### src/rtl/piano_synth_pkg.sv
`default_nettype none
// ============================================================================
//  Module      : piano_pkg
//  Description : Note table, FSM state type and sizing helper for piano_synth.
//  Revision    : 1.0 - initial release
// ============================================================================
package piano_pkg;

    typedef enum logic [1:0] {
        IDLE    = 2'd0,
        PLAY    = 2'd1,
        SUSTAIN = 2'd2,
        STOP    = 2'd3
    } state_t;

    // Entry 0 is the lowest note (key 0); element [i] is the half-period of key i.
    localparam logic [7:0][15:0] HALF_PERIOD = {
        16'd955, 16'd1012, 16'd1136, 16'd1275,
        16'd1431, 16'd1516, 16'd1702, 16'd1911
    };

    function automatic int idx_w(input int n);
        return (n > 1) ? $clog2(n) : 1;
    endfunction

    function automatic logic [15:0] table_hp(input logic [2:0] idx);
        return HALF_PERIOD[idx];
    endfunction

endpackage
`default_nettype wire

### src/rtl/piano_synth_tone_divider.sv
`default_nettype none
// ============================================================================
//  Module      : tone_divider
//  Description : Half-period counter producing a square tone; relatches the
//                half-period only when starting and on each toggle.
//  Revision    : 1.0 - initial release
// ============================================================================
module tone_divider #(
    parameter int CNT_W = 16
) (
    input  logic             clk,
    input  logic             reset,
    input  logic             run,
    input  logic [CNT_W-1:0] hp_in,
    output logic             tone,
    output logic             toggle
);
    logic [CNT_W-1:0] r_cnt;
    logic [CNT_W-1:0] r_hp_l;
    logic             r_tone;

    assign toggle = run && (r_cnt == r_hp_l);
    assign tone   = r_tone;

    // While stopped the divider holds the next half-period ready so that the
    // first half after start is already correct.
    always_ff @(posedge clk) begin
        if (reset) begin
            r_cnt  <= '0;
            r_hp_l <= '0;
            r_tone <= 1'b0;
        end else if (!run) begin
            r_cnt  <= '0;
            r_hp_l <= hp_in;
            r_tone <= 1'b0;
        end else if (toggle) begin
            r_cnt  <= '0;
            r_hp_l <= hp_in;
            r_tone <= ~r_tone;
        end else begin
            r_cnt  <= r_cnt + CNT_W'(1);
        end
    end

endmodule
`default_nettype wire

### src/rtl/piano_synth.sv
`default_nettype none
// ============================================================================
//  Module      : piano_synth
//  Description : Multi-key piezo tone generator with priority, octave shift,
//                glitch-free note changes and an optional sustain tail.
//  Revision    : 1.0 - initial release
// ============================================================================
module piano_synth
    import piano_pkg::*;
#(
    parameter int NUM_KEYS    = 8,
    parameter int CNT_W       = 16,
    parameter int SUSTAIN_CYC = 2_000_000,
    parameter int SUS_W       = 22,
    localparam int IDX_W      = idx_w(NUM_KEYS)
) (
    input  logic                clk,
    input  logic                reset,
    input  logic [NUM_KEYS-1:0] keys,
    input  logic [1:0]          octave,
    input  logic                sustain_en,
    input  logic                mute,
    output logic                piezo,
    output logic                active,
    output logic [IDX_W-1:0]    note_idx
);
    localparam logic [SUS_W-1:0] c_sus_last = SUS_W'(SUSTAIN_CYC - 1);

    state_t              r_state;
    logic [NUM_KEYS-1:0] r_key_q;
    logic                r_mute_q;
    logic                r_piezo;
    logic                r_active;
    logic [IDX_W-1:0]    r_note_idx;
    logic [SUS_W-1:0]    r_sus;

    logic                w_any_key;
    logic                w_run;
    logic                w_tone;
    logic                w_toggle;
    logic                w_tone_next;
    logic                w_load;
    logic [IDX_W-1:0]    w_sel;
    logic [IDX_W-1:0]    w_idx;
    logic [15:0]         w_hp_raw;
    logic [CNT_W-1:0]    w_hp_in;

    assign w_any_key = |r_key_q;

    always_comb begin
        w_sel = '0;
        for (int i = NUM_KEYS - 1; i >= 0; i--) begin
            if (r_key_q[i]) w_sel = IDX_W'(i);
        end
    end

    // Without a pressed key (sustain/stop tail) the latched note keeps playing.
    assign w_idx  = (w_any_key && (r_state == IDLE || r_state == PLAY)) ? w_sel : r_note_idx;
    assign w_load = ((r_state == IDLE) && w_any_key) || w_toggle;

    always_comb begin
        w_hp_raw = table_hp(3'(w_idx)) >> octave;
        w_hp_in  = (w_hp_raw == 16'd0) ? CNT_W'(1) : CNT_W'(w_hp_raw);
    end

    // Dropping run clears tone in the same edge, so a release beats a toggle.
    always_comb begin
        w_run = 1'b1;
        case (r_state)
            IDLE:    w_run = 1'b0;
            PLAY:    w_run = w_any_key || sustain_en;
            STOP:    w_run = w_any_key || w_tone;
            default: w_run = 1'b1;
        endcase
    end

    assign w_tone_next = !w_run ? 1'b0 : (w_toggle ? ~w_tone : w_tone);

    tone_divider #(
        .CNT_W (CNT_W)
    ) u_div (
        .clk    (clk),
        .reset  (reset),
        .run    (w_run),
        .hp_in  (w_hp_in),
        .tone   (w_tone),
        .toggle (w_toggle)
    );

    always_ff @(posedge clk) begin
        if (reset) begin
            r_state    <= IDLE;
            r_key_q    <= '0;
            r_mute_q   <= 1'b0;
            r_piezo    <= 1'b0;
            r_active   <= 1'b0;
            r_note_idx <= '0;
            r_sus      <= '0;
        end else begin
            r_key_q  <= keys;
            r_mute_q <= mute;
            r_piezo  <= w_tone_next & ~r_mute_q;
            if (w_load) r_note_idx <= w_idx;
            case (r_state)
                IDLE: begin
                    if (w_any_key) begin
                        r_state  <= PLAY;
                        r_active <= 1'b1;
                    end
                end
                PLAY: begin
                    if (!w_any_key) begin
                        if (sustain_en) begin
                            r_state <= SUSTAIN;
                            r_sus   <= '0;
                        end else begin
                            r_state  <= IDLE;
                            r_active <= 1'b0;
                        end
                    end
                end
                SUSTAIN: begin
                    r_sus <= r_sus + SUS_W'(1);
                    if (w_any_key)                r_state <= PLAY;
                    else if (r_sus == c_sus_last) r_state <= STOP;
                end
                STOP: begin
                    // Finish only on a low level so the last high half is never cut.
                    if (w_any_key) begin
                        r_state <= PLAY;
                    end else if (!w_tone || w_toggle) begin
                        r_state  <= IDLE;
                        r_active <= 1'b0;
                    end
                end
                default: begin
                    r_state  <= IDLE;
                    r_active <= 1'b0;
                end
            endcase
        end
    end

    assign piezo    = r_piezo;
    assign active   = r_active;
    assign note_idx = r_note_idx;

endmodule
`default_nettype wire

### config.mk
export PLATFORM = sky130hd
export DESIGN_NAME = piano_synth
export DESIGN_NICKNAME = d
export VERILOG_FILES = /design/src/rtl/piano_synth_pkg.sv /design/src/rtl/piano_synth_tone_divider.sv /design/src/rtl/piano_synth.sv
export SDC_FILE = /design/constraint.sdc
export NUM_CORES = 1
export LEC_CHECK = 0
export CORE_UTILIZATION = 65
export CTS_CLUSTER_DIAMETER = 100
export DETAILED_ROUTE_END_ITERATION = 16
export PLACE_DENSITY = 0.85
export SYNTH_ARGS = -nofsm -noshare
export SYNTH_HDL_FRONTEND = slang
export SYNTH_HIERARCHICAL = 1
export SYNTH_SLANG_ARGS = --single-unit
### constraint.sdc
create_clock -name clk -period 5.3 [get_ports clk]
set_input_delay 1.325 -clock clk [delete_from_list [all_inputs] [get_ports clk]]
set_output_delay 1.325 -clock clk [all_outputs]
set_load 0.02 [all_outputs]
After elaboration in Yosys (flattened, before gate mapping)
Memories as Yosys holds them, arrays and structs flattened.
Cells that the tools add are included.

word-level totals
  register bits after elaboration = 71
  logic and storage cells = 84
  memory bits (read-only) = 128
  output and inout port bits = 5
  memories = 1

operators by class
  reduce and logical (&&, ||, !) cells = 18
  $add $sub $neg = 2
  order comparisons = 1
  equal/unequal tests = 14
  mux-type cells = 33
  shift operators = 1
  bitwise gates (word level) = 4

memories
  memory            depth  bits a word  read ports  clocked after memory_dff  wr ports  line                   source
  (name not given)  8      16           1           0                         0         piano_synth_pkg.sv:27  return HALF_PERIOD[idx];

operators by type and width
  kind                   count
  $mux 16                4
  $mux 22                2
  $pmux 22 s2            1
  $mux 3                 9
  $add 22x1->22 const B  1
  $eq 22x21->1 const B   1
  $add 16x1->16 const B  1
  $eq 16x16->1           1
  $logic_not 16->1       1
  $shr 16x2->16          1
  $mux 2                 7
  $ne 2x2->1 const B     7
  $pmux 2 s4             1
  $reduce_or 8->1        1
  $mux 1                 7
  $ne 3x3->1 const B     2
  $pmux 1 s3             2
  $reduce_and 6->1       1
  $logic_or 1x1->1       5
  $eq 2x2->1 const B     2
  $lt 3x4->1 const B     1
  $reduce_and 4->1       1
  $logic_and 1x1->1      3
  $not 1->1              3
  8 further kinds        8

Depth between registers and ports, before layout
  depth in word-level cells = 16
  mapped depth = 15
  gate-level depth less buffers = 15

Hierarchy
The synthesis kept the hierarchy.

by module, submodules not included
  module        cells an instance  times used  area each (um^2)  sequential area each (um^2)
  piano_synth   274                1           2244.7            760.7
  tone_divider  151                1           1467.7            660.6

Worst setup path before layout
Ideal clock, no wire load.

  path type = flip-flop to flip-flop
  start point = register r_key_q[4]
  end point = register u_div.r_hp_l[0]
  setup time = 65 ps
  arrival = 2903 ps
  setup slack = 2332 ps
  stages on the path, launching flop included = 14
  required time = 5235 ps
  buffers on the path = 0
  cell sequence = dfxtp_1 -> nor4_1 -> nand2_1 -> a31oi_1 -> o22a_1 -> inv_1 -> ha_1 -> nor2_1 -> mux2i_1 -> mux4_2 -> nor4_1 -> a41o_1 -> mux2i_1 -> nor2_1

between the ends
  word-level cells in the longest chain between the ends = 13
  elaborated cells on any way between the ends = 20

ends and longest elaborated chain
  what                             line                            source
  from (decl)                      piano_synth.sv:30               logic [NUM_KEYS-1:0] r_key_q;
  from (signal assigned)           piano_synth.sv:100              r_key_q <= keys;
  $mux 3 (5 in series)             piano_synth.sv:53               if (r_key_q[i]) w_sel = IDX_W'(i);
  $mux 3 *                         piano_synth.sv:58               assign w_idx = (w_any_key && (r_state == IDLE || r_state == PLAY)) ? w_sel : r_note_idx;
  net w_idx[0]                     piano_synth.sv:44               logic [IDX_W-1:0] w_idx;
  $mem_v2 8x16 *                   --
  $mux 16 (implied by the code) *  piano_synth_pkg.sv:27
  $shr 16x2->16 *                  piano_synth.sv:62               w_hp_raw = table_hp(3'(w_idx)) >> octave;
  $logic_not 16->1                 piano_synth.sv:63               w_hp_in = (w_hp_raw == 16'd0) ? CNT_W'(1) : CNT_W'(w_hp_raw);
  $mux 16 *                        piano_synth.sv:63
  net w_hp_in[0]                   piano_synth.sv:46               logic [CNT_W-1:0] w_hp_in;
  $mux 16                          piano_synth_tone_divider.sv:36  end else if (toggle) begin
  $mux 16 *                        piano_synth_tone_divider.sv:32  end else if (!run) begin
  to (signal assigned)             piano_synth_tone_divider.sv:34  r_hp_l <= hp_in;
  to (signal assigned)             piano_synth_tone_divider.sv:38  r_hp_l <= hp_in;
  to (decl)                        piano_synth_tone_divider.sv:19  logic [CNT_W-1:0] r_hp_l;

Mark *: on every way through the listed nets, which the timed path passes. The rest lies on a longest branch. The select of a mux whose other input is x is not followed.
A chain may end at the register's enable or synchronous reset.

Worst setup path after layout
Same ends and word-level chain as after synthesis.

==> flow_summary.ini <==
[outcome]
status = complete, no violations

[clocking]
clk_pin_slew_worst_paths_ns = 0.07
hold_buffers = 0
tritoncts = yes
cts_inserted_buffers = 9
clock_path_buffers = 2
postCtsSetupBuffers = 0
clock_latency_ns = 0.35
post_cts_resized = 0
htree_num_levels = 3
clock-sinks = 71
root_buffer = clkbuf_8

[global_route]
grt_pass1_wl_um = 12600
grt_max_degree = 26
grt_pass1_vias = 2882
grt_remaining_overflow = 0
track_usage_pct = 26.3
antenna_found_initial = 0

[placed_design]
pre_cts_ws_ns = 1.61
dp_cells = 504
place.gp.congestion = 0.922
port_buffers = 18
place_hpwl_um = 5210

[route]
drc = 0
dr.pass1.iters = 5
routed_wl_um = 7360
via_per_inst = 5.84
route.detailed.wl_per_inst_um = 14.2
num_vias = 3039
antenna_left = 0
drt_iter0_markers = 185

[timing]
fin_tns_setup_ns = 0
final-setup-viol-count = 0
max-slew-margin-rel_pct = 53.5
timing.final.crit_share_pct = 66.3
tightest_slew_ns = 0.691
max_freq_ghz = 0.285
finalClockSkew_ns = 0.0120
fin_crit_ns = 3.51
finalHoldViolCount = 0
worst_slack_ns = 1.79
slew_viol_final = 0
rsz0062_at_grt = false

[critical_path]
critPathRequiredTime_ns = 5.58
cp_max_fo = 7
worstPathCellList = nor4_1, nand2_1, a31oi_1, o22a_1, inv_1, ha_1, nor2_1, mux2i_1, mux4_2, nor4_1, a41o_1, mux2i_1, nor2_1
endpoint_kind = flip-flop
arrival_ns = 3.80
crit_type = reg -> reg
slowest_delay_ns = 0.64
worst_setup_path_start_kind = flip-flop
cp.buffers_inverters = 1
crit_slowest_cell = nor4_1
cpLargestDelayFamily = simple AND/OR/NAND/NOR gates

[synthesis]
async_flop_share_pct = 0
synth_seq_area_share_pct = 38.3
netlist.area_leader.share_pct = 38.3
netlist_area_um2 = 3710
ys_ff_latch = 71
synth.avg_cell_area_um2 = 8.73
synth-edff-count = 0
yosysTopAreaCell = dfxtp_1
synthDistinctLibCells = 59
yosys_warnings = 6
ys_top_cells_by_area = dfxtp_1 38%, nor2_1 7.6%, xnor2_1 7.1%
netlist_instances = 425
synth_flop_cell = dfxtp_1

[cells_and_area]
utilization_pct = 74.3
num_antenna_cells = 0
drive_gt1_share_pct = 7.59
nNetsFinal = 467
syn_to_final_growth_pct = 10.2
stdcell_count = 520

[floorplanning]
initial_utilization_pct = 67.4
io_pins = 19
die-area_um2 = 6020
die-width_um = 77.6
fp-row-count = 27
core_area_um2 = 5510
die_y_um = 77.6

[power_and_ir_drop]
power.leakage_uw = 0.00153
powerDensity_nw_per_um2 = 296
peakVddDrop_v = 0.000231

[min_path]
hold_class = reg -> reg

[flow_run]
max_cap_viol_count = 0
final timing paths:
path	to	slack (ns)	cells after the start	from
worst min-delay path	piezo	0.40	1	r_mute_q
worst min register to register	piezo	0.40	1	r_mute_q
worst max register to register	u_div/r_hp_l[0]	1.79	13	r_key_q[4]
worst max-delay path	u_div/r_hp_l[0]	1.79	13	r_key_q[4]
synthesized netlist by cell type, types with 4 or more instances:
cell type / count
nand4_1: 10
xnor2_1: 30
nand2b_1: 4
nor4_1: 6
nor2_1: 75
o21ai_0: 12
ha_1: 10
or2_2: 5
buf_6: 5
or3_1: 6
nor3b_1: 4
inv_1: 12
xor2_1: 16
and3_1: 6
nor2b_1: 10
a21o_1: 4
nand2_1: 25
nor3_1: 10
dfxtp_1: 71
clkbuf_1: 6
a21oi_1: 15
nand3_1: 13
mux2i_1: 22
state kept, by name (all words and copies together), names as in the netlist:
| signal | flops |
|---|---|
| active | 1 |
| u_div/tone | 1 |
| piezo | 1 |
| u_div/r_cnt | 16 |
| r_mute_q | 1 |
| note_idx | 3 |
| r_sus | 22 |
| r_key_q | 8 |
| u_div/r_hp_l | 16 |
| r_state | 2 |
logic make-up after synthesis:
kind of cell	after synthesis	share of synthesized area [%]
DFF	71	38.3
xor gates and xnor gates	47	11.3
AOI/OAI and AO/OA	57	10.9
and+or+nand+nor	185	24.6
other	1	0.101
buffers and inverters	29	4.25
adders and majority gates	10	3.37
muxes	25	7.21
stage by stage:
step	area, um2	hold WS, ns	total power, uW
4_1_cts	4090	0.395	1210
2_1_floorplan	3730	0.376	752
3_3_place_gp	3900	0.391	793
6_report	4090	0.396	1210
5_1_grt	4090	0.430	1270
3_5_place_dp	3900	0.384	799
metal layers:
layer / wire, um / track usage [%] / part of all wire (%) / vias up
li1: - / - / - / 1506
met1: 3430 / 31.6 / 47 / 1439
met2: 3540 / 44.9 / 48 / 80
met3: 287 / 6.59 / 3.9 / 14
met4: 112 / 10.6 / 1.5 / 0
met5: 0 / 0 / 0 / -
cells in the final DEF (no fill, tap or decap), types with 10 or more instances in the layout:
master,instances
a21oi_1,15
clkbuf_8,10
clkdlybuf4s50_1,18
dfxtp_1,71
ha_1,10
inv_1,12
mux2i_1,22
nand2_1,25
nand3_1,13
nand4_1,10
nor2_1,75
nor2b_1,10
nor3_1,10
o21ai_0,12
xnor2_1,30
xor2_1,16
where the power goes:
group          internal [uW]  switching (uW)  leakage [uW]  total, uW
Combinational           97.3             118      0.000852        215
Sequential               556            20.0      0.000579        576
Clock                    230             190     0.0000936        420
cell type report:
type                       count  area (um2)
tap                           72        90.1
clock buffer                  13         149
fill                         417        1420
multi-input combinational    329        2150
inverter                      12        45.0
timing repair buffer          20         195
sequential                    71        1420
clock inverter                 3        42.5
(Power assumes the default switching activity.)
